File: src/rtl/ctrl_state_sequencer_if.sv
// rtl/ctrl_state_sequencer_if.sv - control/status bundle between the datapath and the state sequencer
interface ctrl_state_sequencer_if #(
  parameter int STATE_W = 7,
  parameter int CNT_W   = 16
);
  logic [31:0]        Instruction;
  logic               MOC;
  logic               Cond;
  logic               Stall;
  logic [STATE_W-1:0] State_Sel;
  logic               Retire;
  logic               Illegal_Op;
  logic               Bus_Err;
  logic [CNT_W-1:0]   Instr_Count;

  // Datapath / memory side: drives IR, MOC, compare result and stall
  modport master (
    output Instruction, MOC, Cond, Stall,
    input  State_Sel, Retire, Illegal_Op, Bus_Err, Instr_Count
  );

  // Sequencer side
  modport slave (
    input  Instruction, MOC, Cond, Stall,
    output State_Sel, Retire, Illegal_Op, Bus_Err, Instr_Count
  );
endinterface

File: src/rtl/ctrl_state_sequencer.sv
// rtl/ctrl_state_sequencer.sv - registered multi-cycle MIPS control-state sequencer
module ctrl_state_sequencer #(
  parameter int STATE_W   = 7,
  parameter int TIMEOUT_W = 4,
  parameter int CNT_W     = 16
) (
  input  logic                  Clk,
  input  logic                  Reset,
  ctrl_state_sequencer_if.slave bus
);

  // State numbering matches the combinational control encoder
  typedef enum logic [6:0] {
    S_FETCH0     = 7'd0,
    S_FETCH1     = 7'd1,
    S_FETCH_WAIT = 7'd2,
    S_FETCH3     = 7'd3,
    S_DECODE     = 7'd4,
    S_ADDU       = 7'd6,
    S_STORE      = 7'd7,
    S_STORE_WAIT = 7'd8,
    S_BEQ        = 7'd11,
    S_BEQ_TAKEN  = 7'd12,
    S_LOAD       = 7'd13,
    S_LOAD_WAIT  = 7'd14,
    S_LOAD_WB    = 7'd15,
    S_SUBU       = 7'd17,
    S_ADDIU      = 7'd18,
    S_SLTU       = 7'd19,
    S_SLTIU      = 7'd20,
    S_CLO        = 7'd21,
    S_CLZ        = 7'd22,
    S_AND        = 7'd23,
    S_ANDI       = 7'd24,
    S_OR         = 7'd25,
    S_ORI        = 7'd26,
    S_ERROR      = 7'd126,
    S_ILLEGAL    = 7'd127
  } state_t;

  state_t               state_q, state_d;
  logic [TIMEOUT_W-1:0] wait_q, wait_d;
  logic [CNT_W-1:0]     count_q, count_d;
  logic                 retire_q, retire_d;
  logic                 illegal_q, illegal_d;
  logic                 bus_err_q, bus_err_d;
  logic                 wait_expired;

  // Only opcode and funct take part in decode; the register/immediate fields are don't-care here
  logic                 unused_instr_bits;
  assign unused_instr_bits = ^bus.Instruction[25:6];

  assign wait_expired = (wait_q == {TIMEOUT_W{1'b1}});

  // Map opcode/funct to the execute entry state; anything unrecognised goes to ILLEGAL
  function automatic state_t decode(input logic [5:0] op, input logic [5:0] fn);
    state_t s;
    s = S_ILLEGAL;
    case (op)
      6'h00: begin
        case (fn)
          6'h21:   s = S_ADDU;
          6'h23:   s = S_SUBU;
          6'h2B:   s = S_SLTU;
          6'h24:   s = S_AND;
          6'h25:   s = S_OR;
          default: s = S_ILLEGAL;
        endcase
      end
      6'h1C: begin
        case (fn)
          6'h21:   s = S_CLO;
          6'h20:   s = S_CLZ;
          default: s = S_ILLEGAL;
        endcase
      end
      6'h09:                      s = S_ADDIU;
      6'h0B:                      s = S_SLTIU;
      6'h0C:                      s = S_ANDI;
      6'h0D:                      s = S_ORI;
      6'h04:                      s = S_BEQ;
      6'h20, 6'h21, 6'h23,
      6'h24, 6'h25:               s = S_LOAD;
      6'h28, 6'h29, 6'h2B:        s = S_STORE;
      default:                    s = S_ILLEGAL;
    endcase
    return s;
  endfunction

  // Next-state, wait counter, retire and sticky flag computation; Stall freezes everything
  always_comb begin
    state_d   = state_q;
    wait_d    = wait_q;
    count_d   = count_q;
    retire_d  = 1'b0;
    illegal_d = illegal_q;
    bus_err_d = bus_err_q;
    if (!bus.Stall) begin
      case (state_q)
        S_FETCH0: state_d = S_FETCH1;
        S_FETCH1: begin
          state_d = S_FETCH_WAIT;
          wait_d  = '0;
        end
        S_FETCH_WAIT: begin
          if (bus.MOC) begin
            state_d = S_FETCH3;
          end else if (wait_expired) begin
            state_d   = S_ERROR;
            bus_err_d = 1'b1;
          end else begin
            wait_d = wait_q + TIMEOUT_W'(1);
          end
        end
        S_FETCH3: state_d = S_DECODE;
        S_DECODE: state_d = decode(bus.Instruction[31:26], bus.Instruction[5:0]);
        S_ADDU, S_SUBU, S_ADDIU, S_SLTU, S_SLTIU, S_CLO, S_CLZ,
        S_AND, S_ANDI, S_OR, S_ORI: begin
          state_d  = S_FETCH1;
          retire_d = 1'b1;
        end
        S_STORE: begin
          state_d = S_STORE_WAIT;
          wait_d  = '0;
        end
        S_STORE_WAIT: begin
          if (bus.MOC) begin
            state_d  = S_FETCH1;
            retire_d = 1'b1;
          end else if (wait_expired) begin
            state_d   = S_ERROR;
            bus_err_d = 1'b1;
          end else begin
            wait_d = wait_q + TIMEOUT_W'(1);
          end
        end
        S_BEQ: begin
          if (bus.Cond) begin
            state_d = S_BEQ_TAKEN;
          end else begin
            state_d  = S_FETCH1;
            retire_d = 1'b1;
          end
        end
        S_BEQ_TAKEN: begin
          state_d  = S_FETCH1;
          retire_d = 1'b1;
        end
        S_LOAD: begin
          state_d = S_LOAD_WAIT;
          wait_d  = '0;
        end
        S_LOAD_WAIT: begin
          if (bus.MOC) begin
            state_d = S_LOAD_WB;
          end else if (wait_expired) begin
            state_d   = S_ERROR;
            bus_err_d = 1'b1;
          end else begin
            wait_d = wait_q + TIMEOUT_W'(1);
          end
        end
        S_LOAD_WB: begin
          state_d  = S_FETCH1;
          retire_d = 1'b1;
        end
        S_ILLEGAL: begin
          state_d   = S_FETCH1;
          illegal_d = 1'b1;
        end
        S_ERROR: state_d = S_ERROR;
        // Corrupted state register: park in ERROR rather than wander
        default: begin
          state_d   = S_ERROR;
          bus_err_d = 1'b1;
        end
      endcase
      if (retire_d) begin
        count_d = count_q + CNT_W'(1);
      end
    end
  end

  // State and output registers, cleared asynchronously by Reset
  always_ff @(posedge Clk or posedge Reset) begin
    if (Reset) begin
      state_q   <= S_FETCH0;
      wait_q    <= '0;
      count_q   <= '0;
      retire_q  <= 1'b0;
      illegal_q <= 1'b0;
      bus_err_q <= 1'b0;
    end else begin
      state_q   <= state_d;
      wait_q    <= wait_d;
      count_q   <= count_d;
      retire_q  <= retire_d;
      illegal_q <= illegal_d;
      bus_err_q <= bus_err_d;
    end
  end

  assign bus.State_Sel   = STATE_W'(state_q);
  assign bus.Retire      = retire_q;
  assign bus.Illegal_Op  = illegal_q;
  assign bus.Bus_Err     = bus_err_q;
  assign bus.Instr_Count = count_q;

endmodule

File: src/flat_wrapper.sv
// flat-port wrapper written by rule: the top's interface ports become plain ports
module ctrl_state_sequencer_flat 
#(
  parameter int STATE_W   = 7,
  parameter int TIMEOUT_W = 4,
  parameter int CNT_W     = 16
)
  (Clk, Reset, bus_Instruction, bus_MOC, bus_Cond, bus_Stall, bus_State_Sel, bus_Retire, bus_Illegal_Op, bus_Bus_Err, bus_Instr_Count);
  ctrl_state_sequencer_if #(.STATE_W(STATE_W), .CNT_W(CNT_W)) bus_i ();
  input  logic Clk;
  input  logic Reset;
  input wire logic [$bits(bus_i.Instruction)-1:0] bus_Instruction;
  input wire logic [$bits(bus_i.MOC)-1:0] bus_MOC;
  input wire logic [$bits(bus_i.Cond)-1:0] bus_Cond;
  input wire logic [$bits(bus_i.Stall)-1:0] bus_Stall;
  output wire logic [$bits(bus_i.State_Sel)-1:0] bus_State_Sel;
  output wire logic [$bits(bus_i.Retire)-1:0] bus_Retire;
  output wire logic [$bits(bus_i.Illegal_Op)-1:0] bus_Illegal_Op;
  output wire logic [$bits(bus_i.Bus_Err)-1:0] bus_Bus_Err;
  output wire logic [$bits(bus_i.Instr_Count)-1:0] bus_Instr_Count;
  assign bus_i.Instruction = bus_Instruction;
  assign bus_i.MOC = bus_MOC;
  assign bus_i.Cond = bus_Cond;
  assign bus_i.Stall = bus_Stall;
  assign bus_State_Sel = bus_i.State_Sel;
  assign bus_Retire = bus_i.Retire;
  assign bus_Illegal_Op = bus_i.Illegal_Op;
  assign bus_Bus_Err = bus_i.Bus_Err;
  assign bus_Instr_Count = bus_i.Instr_Count;
  ctrl_state_sequencer #(.STATE_W(STATE_W), .TIMEOUT_W(TIMEOUT_W), .CNT_W(CNT_W)) u_core (.Clk(Clk), .Reset(Reset), .bus(bus_i));
endmodule
File: config.mk
export PLATFORM = sky130hd
export DESIGN_NAME = ctrl_state_sequencer_flat
export DESIGN_NICKNAME = d
export VERILOG_FILES = /design/src/rtl/ctrl_state_sequencer_if.sv /design/src/rtl/ctrl_state_sequencer.sv /design/src/flat_wrapper.sv
export SDC_FILE = /design/constraint.sdc
export NUM_CORES = 1
export LEC_CHECK = 0
export BUFFER_PORTS_ARGS = -buffer_cell sky130_fd_sc_hd__buf_2
export CAP_MARGIN = 20
export CORE_UTILIZATION = 35
export DETAILED_ROUTE_END_ITERATION = 10
export SLEW_MARGIN = 10
export SYNTH_ARGS = -nofsm -noshare
export SYNTH_HDL_FRONTEND = slang
export SYNTH_SLANG_ARGS = --single-unit
File: constraint.sdc
create_clock -name Clk -period 4.3 [get_ports Clk]
set_clock_uncertainty 0.2 [all_clocks]
set_input_delay 0.86 -clock Clk [delete_from_list [all_inputs] [get_ports Clk]]
set_output_delay 0.86 -clock Clk [all_outputs]
set_load 0.1 [all_outputs]
Word level (Yosys, flattened, before mapping)
Cells that the tools add are included.
{ "totals": {"elab_cells": 92, "input_bits": 37, "output_inout_bits": 26, "register_bits": 30} }
{ "classes": {"n_bitwise": 2, "muxes": 20, "n_reduce_logical": 14, "eq_ne": 48, "addsub": 2} }
{ "ops": {"columns": ["op", "count"], "rows": [
  ["$eq 6x6->1 const B", 14],
  ["$eq 7x5->1 const B", 10],
  ["$pmux 7 s10", 1],
  ["$pmux 7 s9", 1],
  ["$eq 7x4->1 const B", 6],
  ["$pmux 7 s5", 1],
  ["$mux 7", 4],
  ["$eq 6x4->1 const B", 4],
  ["$reduce_or 22->1", 1],
  ["$eq 7x3->1 const B", 3],
  ["$add 16x1->16 const B", 1],
  ["$reduce_or 15->1", 1],
  ["$eq 7x2->1 const B", 2],
  ["$eq 7x7->1 const B", 2],
  ["$pmux 7 s2", 1],
  ["$reduce_or 13->1", 1],
  ["$mux 4", 3],
  ["$reduce_or 3->1", 3],
  ["$pmux 4 s2", 1],
  ["$reduce_and 4->1", 2],
  ["$eq 7x1->1 const B", 1],
  ["$logic_not 7->1", 1],
  ["$eq 6x3->1 const B", 1],
  ["$eq 6x5->1 const B", 1],
  ["other kinds (12)", 20]
]} }

Logic depth before layout (Yosys ltp)
Gate-level depths: netlist of the first run.
{ "logic_depth": {"depth_word": 5, "depth_mapped": 8} }

Worst setup path before layout of the first run
Ideal clock, no wire load.
{ "synth_path": {"path_type": "register -> register", "startpoint": "reg u_core.state_q[1] (netlist: u_core.bus.State_Sel[1])", "endpoint": "reg u_core.count_q[1] (netlist: u_core.bus.Instr_Count[1])", "arrival_time_ns": 2.357, "path_slack_ns": 1.615, "stages_incl_launch_ff": 8, "setup_ns": 0.128, "cell_sequence": "dfrtp_1 buf_2 buf_4 nor3b_1 o21ai_0 o2111ai_2 nand2_1 mux2_1"} }
{ "synth_between": {"elab_chain_len": 5} }
{ "synth_rtl": {"columns": ["item", "line_no", "rtl"], "rows": [
  ["start, declared", "ctrl_state_sequencer.sv:41", "state_t state_q, state_d;"],
  ["start signal, assigned", "ctrl_state_sequencer.sv:194", "state_q <= state_d;"],
  ["$eq 7x3->1 (tied with other cells)", "ctrl_state_sequencer.sv:99", "case (state_q)"],
  ["$reduce_or 13->1 (no line)", null, null],
  ["$pmux 1 s3 *", "ctrl_state_sequencer.sv:99", null],
  ["$mux 1 *", "ctrl_state_sequencer.sv:98", "if (!bus.Stall) begin"],
  ["$reduce_and 2->1 (no line) *", null, null],
  ["end signal, assigned", "ctrl_state_sequencer.sv:196", "count_q <= count_d;"],
  ["end, declared", "ctrl_state_sequencer.sv:43", "logic [CNT_W-1:0] count_q, count_d;"]
]} }
Every way passes the cells marked *; elsewhere a longest branch is shown, timed or not. The select of a mux whose other input is x is not followed.
A chain may end at the register's enable or synchronous reset.

Worst setup path in the final report of the first run
{ "layout_path": {"startpoint": "reg u_core.state_q[4] (netlist: u_core.bus.State_Sel[4])", "endpoint": "reg u_core.count_q[1] (netlist: u_core.bus.Instr_Count[1])"} }
The elaborated chain is that of the path after synthesis.

==> metrics.txt, run 1 <==
drt total wl approximately 6500 µm; PostCTS Resize Cnt 0; vias per cell roughly 5.7; placer congestion estimate 0.8058; YS warnings 0; area of the multi-input gates 1649 µm²; Antenna Nets Post-Route 0; CP max-delay cell dfrtp_1; initial antenna violation count 0; Die Ht 88.19 µm; I/O Pins 63; RSZ-0062 raised after global routing false; sw power 645.0 µW; CP delay by family, top flip-flops; EDFF count, synth 0; TNS Setup 0 ps; fin util 39.87%; worst reg2reg path startpoint u_core.bus.State_Sel[4]; DRC 0; Layout Nets 370; leakage power 0.001218 µW; status finished, final reports clean; final global-route overflow total 0; R2R cell count 5; max-cap violations 0; CP Depth 5; Syn Inst Count approximately 310; reg2reg setup slack 1320 ps; Pre-antenna DRT Iters 5; Clock Path Buffers 2; final setup fails 0; CTS Hold Buffers Added 0; critical path's largest stage delay 930 ps; layout cells sized above 1 19.64%; hpwl dp roughly 4700 µm; row count 31; clock buffer count from CTS 5; Critical Path End Type flip-flop; Pint 587.5 µW; CP startpoint kind flip-flop; syn nets 345; Starting DRT DRC Count 260; Core ar. 7214 µm²; post-synthesis sequential area ratio between 20 and 30%; Clk pwr share 16.9%; Most used DFF post-synth dfrtp_1; Worst-Skew Late Latency 270 ps; per-cell routed wire length 15.16 µm; Storage cell area 750.7 µm²; CP Class flip-flop to flip-flop; asr flop ratio synth 100.0%; fraction of power spent switching nets a little over half; Mapped Area about 2600 µm²; Die Area 7777 µm²; Antenna diodes 0; fillcell total 742; gr usage total 16.88%; Syn Area/Cell 8.497 µm²; Layout area overhead 10.64%; clk root buf clkbuf_8; Setup Buffers After CTS 0; Worst VDD drop approximately 0.56 mV; Critical Path, Cell by Cell and4b_1 > o21ai_0 > o2111ai_2 > nand2_1 > mux2_1; Hold WC Path Type flip-flop to flip-flop; critical-path maximum fanout 30; Final Critical Period 2976 ps; data arrival time of the critical path between 2000 and 3000 ps; Initial Utilization 36.04%; vias in the first global route about 2.1k; Die W 88.19 µm; relative slew slack between 30% and 40%; cell area power density 428.5 nW/µm²; port bufs 42; via count 2438; CTS tree yes; sequential power share 34.1%; Reg clk slew, reported paths 70 ps; Logic pwr share just under 50%; largest net degree at the start of global routing 31; Req. time, crit path ~4300 ps; commonest non-fill, non-tap cell in the layout buf_2; Synth Register Bits 30; first-pass GRT wire length 10330 µm; period utilization 69.21%; number of H-tree levels 2; crit path buf inv count 0; total clock sinks 30; Final Hold Viols 0; Worst R2R End u_core.bus.Instr_Count[1]; Slew @ Worst Pin 902.8 ps; commonest cells after routing, fill and taps aside buf_2 (42), dfrtp_1 (30), xnor2_1 (18); Worst setup startpoint u_core.bus.State_Sel[4]; Yosys cell types 77; Max Freq 336.0 MHz; Worst Setup EP u_core.bus.Instr_Count[1]; max-slew violations 0
[area by class of cell]
type / instances / share of cell area [%]
multi-input cells: 238 / 57.33
flip-flops and latches: 30 / 26.10
repair buffers: 45 / 8.090
well taps: 99 / 4.306
clock buffers: 5 / 2.392
inverters: 11 / 1.435
clock inverters: 2 / 0.3480
[cells in the mapped netlist, types with 7 or more instances]
cell type / n / area share, %
a21oi_1: 12 / 2.3
and3_1: 8 / 1.9
buf_2: 10 / 1.9
buf_4: 7 / 2.0
clkbuf_1: 7 / 1.0
dfrtp_1: 30 / 29
inv_1: 11 / 1.6
nand2_1: 16 / 2.3
nand3_1: 13 / 2.5
nand4_1: 10 / 2.4
nor2_1: 16 / 2.3
nor2b_1: 12 / 2.9
nor3_1: 12 / 2.3
o21ai_0: 13 / 2.5
xnor2_1: 18 / 6.1
[flip-flops by register name, summed over array words and instances (netlist names)]
| name | flops |
|---|---|
| u_core.bus.Instr_Count | 16 |
| u_core.bus.State_Sel | 7 |
| u_core.wait_q | 4 |
| u_core.bus.Bus_Err | 1 |
| u_core.bus.Illegal_Op | 1 |
| u_core.bus.Retire | 1 |
[power groups by stage]
stage	Clock [µW]	Combinational (µW)	Sequential, µW
2_1_floorplan	0	380	554
3_3_place_gp	0	597	421
3_5_place_dp	0	600	425
4_1_cts	216	601	419
5_1_grt	227	643	431
6_report	209	603	420
[per-stage QoR]
step                worst slack, ps  cells  hold WS (ps)  total power, µW  instance area, µm²
finish                         1324    430         268.4             1232                2877
global route                   1140    430         316.8             1301                2877
CTS                            1361    430         272.4             1236                2877
detailed placement             1325    423         259.3             1025                2798
global placement               1343    423         260.4             1019                2798
floorplan                      1615    306         345.6            934.3                2600
[logic make-up after synthesis]
kind of cell | after synthesis | share of synthesized area, %
compound gates | 82 | 23.92
xor+xnor | 19 | 6.400
fa+ha+maj | 2 | 0.9623
buf+inv | 38 | 7.700
flops | 30 | 28.87
mux | 6 | 2.406
simple gates | 129 | 29.74
[how the worst min path moves through the flow]
stage	end	depth (start not counted)	start
final	u_core.bus.Instr_Count[15]	1	u_core.bus.Instr_Count[15]
after CTS	u_core.bus.Instr_Count[15]	1	u_core.bus.Instr_Count[15]
after global routing	u_core.bus.Instr_Count[6]	1	u_core.bus.Instr_Count[6]
after detailed placement	u_core.bus.Instr_Count[15]	1	u_core.bus.Instr_Count[15]
after floorplan	u_core.wait_q[3]	2	u_core.wait_q[3]
after global placement	u_core.bus.Instr_Count[15]	1	u_core.bus.Instr_Count[15]
[routing by layer]
layer  share of wire, %  routed length [µm]  vias to the layer above  track usage [%]
met5                  0                   0                        -                0
met2                 45                2964                       79            26.57
met3                3.8                 247                       10            3.205
met4                1.5                 101                        0            3.372
li1                   -                   -                     1214                -
met1                 49                3207                     1135            24.08
(Power assumes the default switching activity.)
==> run 2: changes to the inputs <==
ABC_AREA = 1   (was default)
clock period = 2.6 ns   (was 4.3 ns; I/O delays follow)
==> metrics.txt, run 2 <==
Final Critical Period 2217 ps; Req. time, crit path 2570 ps; data arrival time of the critical path approximately 2200 ps; hpwl dp a little under 5000 µm; Max Freq 451.1 MHz; TNS Setup 0 ps; Hold WC Path Type input port to asynchronous set/reset pin; clk root buf clkbuf_8; first-pass GRT wire length 10870 µm; Slew @ Worst Pin 495.0 ps; Mapped Area 2552 µm²; Die W 87.40 µm; CP delay by family, top simple AND/OR/NAND/NOR gates; RSZ-0062 raised after global routing false; max-slew violations 0; via count 2669; Setup Buffers After CTS 0; Clock Path Buffers 2; Synth Register Bits 30; Post-synth top cells nand2_1 (128), nor2_1 (66), nand3_1 (48); gr usage total 17.86%; Critical Path End Type flip-flop; DRC 0; I/O Pins 63; Initial Utilization 36.96%; critical path's largest stage delay 450 ps; Antenna diodes 0; row count 30; Reg clk slew, reported paths approximately 60 ps; YS warnings 0; relative slew slack 67.23%; crit path buf inv count 1; CP Class flip-flop to flip-flop; asr flop ratio synth 100.0%; Worst VDD drop 0.7607 mV; CP startpoint kind flip-flop; drt total wl 6373 µm; clock buffer count from CTS 5; commonest non-fill, non-tap cell in the layout nand2_1; per-cell routed wire length 11.61 µm; post-synthesis sequential area ratio 29.41%; Critical Path Most Common Cell nand2_1; Synth top area share 29.41%; Layout area overhead 15.54%; largest net degree at the start of global routing 31; Layout Nets 493; EDFF count, synth 0; Antenna Nets Post-Route 0; max reg flops 16; syn nets 447; period utilization 85.26%; final setup fails 0; fillcell total 772; Die Area 7638 µm²; Final Hold Viols 0; fin util between 40 and 50%; max-cap violations 0; critical-path maximum fanout 17; Starting DRT DRC Count 180; total clock sinks 30; port bufs 42; number of H-tree levels 2; Critical Path, Cell by Cell nor2_2 > nand2_4 > inv_2 > nand2_2 > or2_1 > nand2_1 > a21oi_2 > nand3_4 > nand2_4 > nand2_1 > nand2_1; layout cells sized above 1 18.54%; Syn Inst Count 408; Yosys cell types 36; final global-route overflow total 0; top-count cell post-synth nand2_1; initial antenna violation count 0; Syn Area/Cell 6.256 µm²; CP max-delay cell dfrtp_1; CTS tree yes; Core ar. 6907 µm²; vias in the first global route 2458; vias per cell 4.862; PostCTS Resize Cnt 0; CTS Hold Buffers Added 0; Most used DFF post-synth dfrtp_1; Die Ht 87.40 µm; synth top area cells dfrtp_1 (29%), nand2_1 (19%), nor2_1 (9.7%); Synth area leader dfrtp_1; Pre-antenna DRT Iters 4; leakage power 0.001624 µW; placer congestion estimate 0.8875; status finished, final reports clean; commonest cells after routing, fill and taps aside nand2_1 (128), nor2_1 (66), nand3_1 (48); cell area power density approximately 540 nW/µm²; Worst-Skew Late Latency between 200 and 300 ps
run 2: layout make-up:
| cell class | instances | area, µm² | area share [%] |
|---|---|---|---|
| clock buffer | 6 | 82.58 | 2.800 |
| inverter | 40 | 150.1 | 5.091 |
| timing repair buffer | 46 | 240.2 | 8.146 |
| tap | 96 | 120.1 | 4.073 |
| multi-input combinational | 331 | 1605 | 54.43 |
| sequential | 30 | 750.7 | 25.46 |
run 2: metal layers:
| layer | vias up | global-route usage, % | part of all wire, % | routed length, µm |
|---|---|---|---|---|
| met2 | 40 | 29.97 | 46 | 2942 |
| met3 | 6 | 3.507 | 3.7 | 238 |
| met1 | 1223 | 24.36 | 50 | 3167 |
| met5 | - | 0 | 0 | 0 |
| met4 | 0 | 2.235 | 0.38 | 24 |
| li1 | 1400 | - | - | - |
run 2: final timing paths:
check	startpoint	to	slack (ps)	cells past startpoint
max	u_core.bus.State_Sel[4]	u_core.bus.Instr_Count[0]	380	11
min	Reset	u_core.wait_q[3]	110	3
max reg2reg	u_core.bus.State_Sel[4]	u_core.bus.Instr_Count[0]	380	11
min reg2reg	u_core.bus.Bus_Err	u_core.bus.Bus_Err	250	1
max in group asynchronous	Reset	u_core.bus.Instr_Count[0]	1810	3
min in group Clk	u_core.bus.Bus_Err	u_core.bus.Bus_Err	250	1
run 2: tightest hold or removal path: cells and delay by family:
| kind | cells | cell delay (ps) |
|---|---|---|
| buf+inv | 3 | 470 |
run 2: where the power goes:
part           switching, µW  internal [µW]  leakage (µW)
Combinational            533            124       0.00120
Clock                    162            204     0.0000431
Sequential              68.4            510      0.000382
run 2: metrics by stage:
stage | cells | total power (µW) | hold WS (ps) | instance area (µm²) | worst slack (ps)
final | 549 | 1601 | 105.8 | 2949 | 383.3
after floorplan | 408 | 1109 | 278.9 | 2552 | 85.40
after detailed placement | 543 | 1242 | 248.4 | 2867 | 316.2
after global placement | 543 | 1237 | 242.9 | 2867 | 311.2
after CTS | 549 | 1618 | 122.7 | 2949 | 351.5
after global routing | 549 | 1690 | 149.5 | 2949 | 173.6
run 2: cell families (layout without fill, tap and decap cells):
family          count (synthesis)  in the layout  share of synthesized area (%)
buf+inv                        47             92                          7.696
flops                          30             30                          29.41
xor+xnor                       16             16                          5.490
fa+ha+maj                       2              2                         0.9802
simple gates                  288            288                          50.44
compound gates                 25             25                          5.980
==> run 3: changes to the inputs <==
BUFFER_PORTS_ARGS = default   (was -buffer_cell sky130_fd_sc_hd__buf_2)
CTS_CLUSTER_SIZE = 14   (was default)
DONT_BUFFER_PORTS = 1   (was default)
==> metrics.txt, run 3 (same netlist as run 2, synthesis figures left out) <==
status finished, violations left; failing checks hold timing; Final Critical Period 2293 ps; leakage power 0.001563 µW; final worst slack 306.9 ps; clk root buf clkbuf_8; CTS Hold Buffers Added 0; relative slew slack approximately 39%; worst slack, placed ~330 ps; RSZ-0062 raised after global routing false; Initial Utilization 36.96%; max-cap violations 0; Pre-antenna DRT Iters 4; CP startpoint kind flip-flop; Layout Nets 474; Die Area 7638 µm²; fraction of power spent switching nets 46.87%; max-slew violations 0; row count 30; CTS tree yes; hpwl dp 4781 µm; data arrival time of the critical path 2270 ps; Worst setup startpoint u_core.bus.State_Sel[6]; Setup Buffers After CTS 0; CP Class flip-flop to flip-flop; Worst VDD drop around 0.67 mV; period utilization 88.19%; Slew @ Worst Pin roughly 920 ps; total clock sinks 30; PostCTS Resize Cnt 0; final setup fails 0; Clk pwr share 23.7%; port bufs 0; Pint 861.9 µW; layout cells sized above 1 15.14%; Die Ht 87.40 µm; Antenna diodes 0; DRC 0; Worst-Skew Late Latency 280 ps; Final Hold Viols 5; vias in the first global route 2435; commonest cells after routing, fill and taps aside nand2_1 (128), nor2_1 (66), nand3_1 (48); drt total wl 6327 µm; Area after DPL 2829 µm²; I/O Pins 63; vias per cell 4.816; TNS Setup 0 ps; Final Instance Area approximately 2900 µm²; Core ar. 6907 µm²; worst reg2reg path startpoint u_core.bus.State_Sel[6]; sw power ~760 µW; number of H-tree levels 2; Die W 87.40 µm; cell area power density 555.5 nW/µm²; Final Hold Slack -2.466 ps; Max Freq between 400 and 500 MHz; first-pass GRT wire length between 10000 and 15000 µm; sequential power share 34.9%; Clock Path Buffers 2; critical-path maximum fanout 17; clock buffer count from CTS 5; per-cell routed wire length 11.89 µm; Antenna Nets Post-Route 0; placer congestion estimate 0.8622; max reg flops 16; Layout area overhead 14.41%; gr usage total 18.12%; commonest non-fill, non-tap cell in the layout nand2_1; final global-route overflow total 0; largest net degree at the start of global routing 31; Reg clk slew, reported paths approximately 60 ps; fillcell total 753; via count 2562; initial antenna violation count 0; reg2reg setup slack 310 ps; Req. time, crit path 2570 ps; Logic pwr share 41.4%; Starting DRT DRC Count around 100; Critical Path End Type flip-flop; Hold WC Path Type input port to asynchronous set/reset pin
==> run 3: per-layer routing <==
metal / global-route usage (%) / vias up / part of all wire, %
met1: 23.59 / 1139 / 49
li1: - / 1355 / -
met2: 30.40 / 60 / 45
met4: 4.471 / 0 / 1.3
met5: 0 / - / 0
met3: 3.981 / 8 / 5.2
==> run 3: path summary, 6_finish.rpt <==
path | end | cells past startpoint
min in group Clk | u_core.bus.Illegal_Op | 1
max in group asynchronous | u_core.bus.Retire | 2
setup / recovery | u_core.bus.Instr_Count[11] | 11
hold / removal | u_core.wait_q[3] | 2
setup reg to reg | u_core.bus.Instr_Count[11] | 11
hold reg to reg | u_core.bus.Illegal_Op | 1
==> run 3: critical path, stage by stage (launching register included) <==
cell and delay (ps):
dfrtp_1 470, nor2_2 160, nand2_4 100, inv_2 200, nand2_2 90, or2_1 260
nand2_1 90, a21oi_2 50, nand3_4 190, nand2_4 220, nand2_1 120, nand2_1 50
==> run 3: per-stage QoR <==
step / power (µW) / hold WS (ps) / cells / util (%)
6_report: 1622 / -2.466 / 532 / 42.28
5_1_grt: 1718 / 36.22 / 532 / 42.28
2_1_floorplan: 1109 / 278.9 / 408 / -
3_3_place_gp: 1242 / 271.0 / 524 / 40.96
4_1_cts: 1637 / 7.915 / 532 / 42.28
3_5_place_dp: 1244 / 271.9 / 524 / 40.96
==> run 3: power by group through the flow <==
stage	Combinational, µW	Sequential [µW]	Clock, µW
after floorplan	225	883	0
after global placement	669	573	0
after detailed placement	671	573	0
after CTS	673	565	398
after global routing	723	574	420
final	671	567	384
==> run 3: cell type report <==
| class | count | area [µm²] | share of cell area [%] |
|---|---|---|---|
| Clock inverter | 1 | 5.005 | 0.1714 |
| Clock buffer | 7 | 86.33 | 2.956 |
| Multi-Input combinational cell | 331 | 1605 | 54.97 |
| Timing Repair Buffer | 27 | 202.7 | 6.941 |
| Sequential cell | 30 | 750.7 | 25.71 |
| Tap cell | 96 | 120.1 | 4.113 |
| Inverter | 40 | 150.1 | 5.141 |
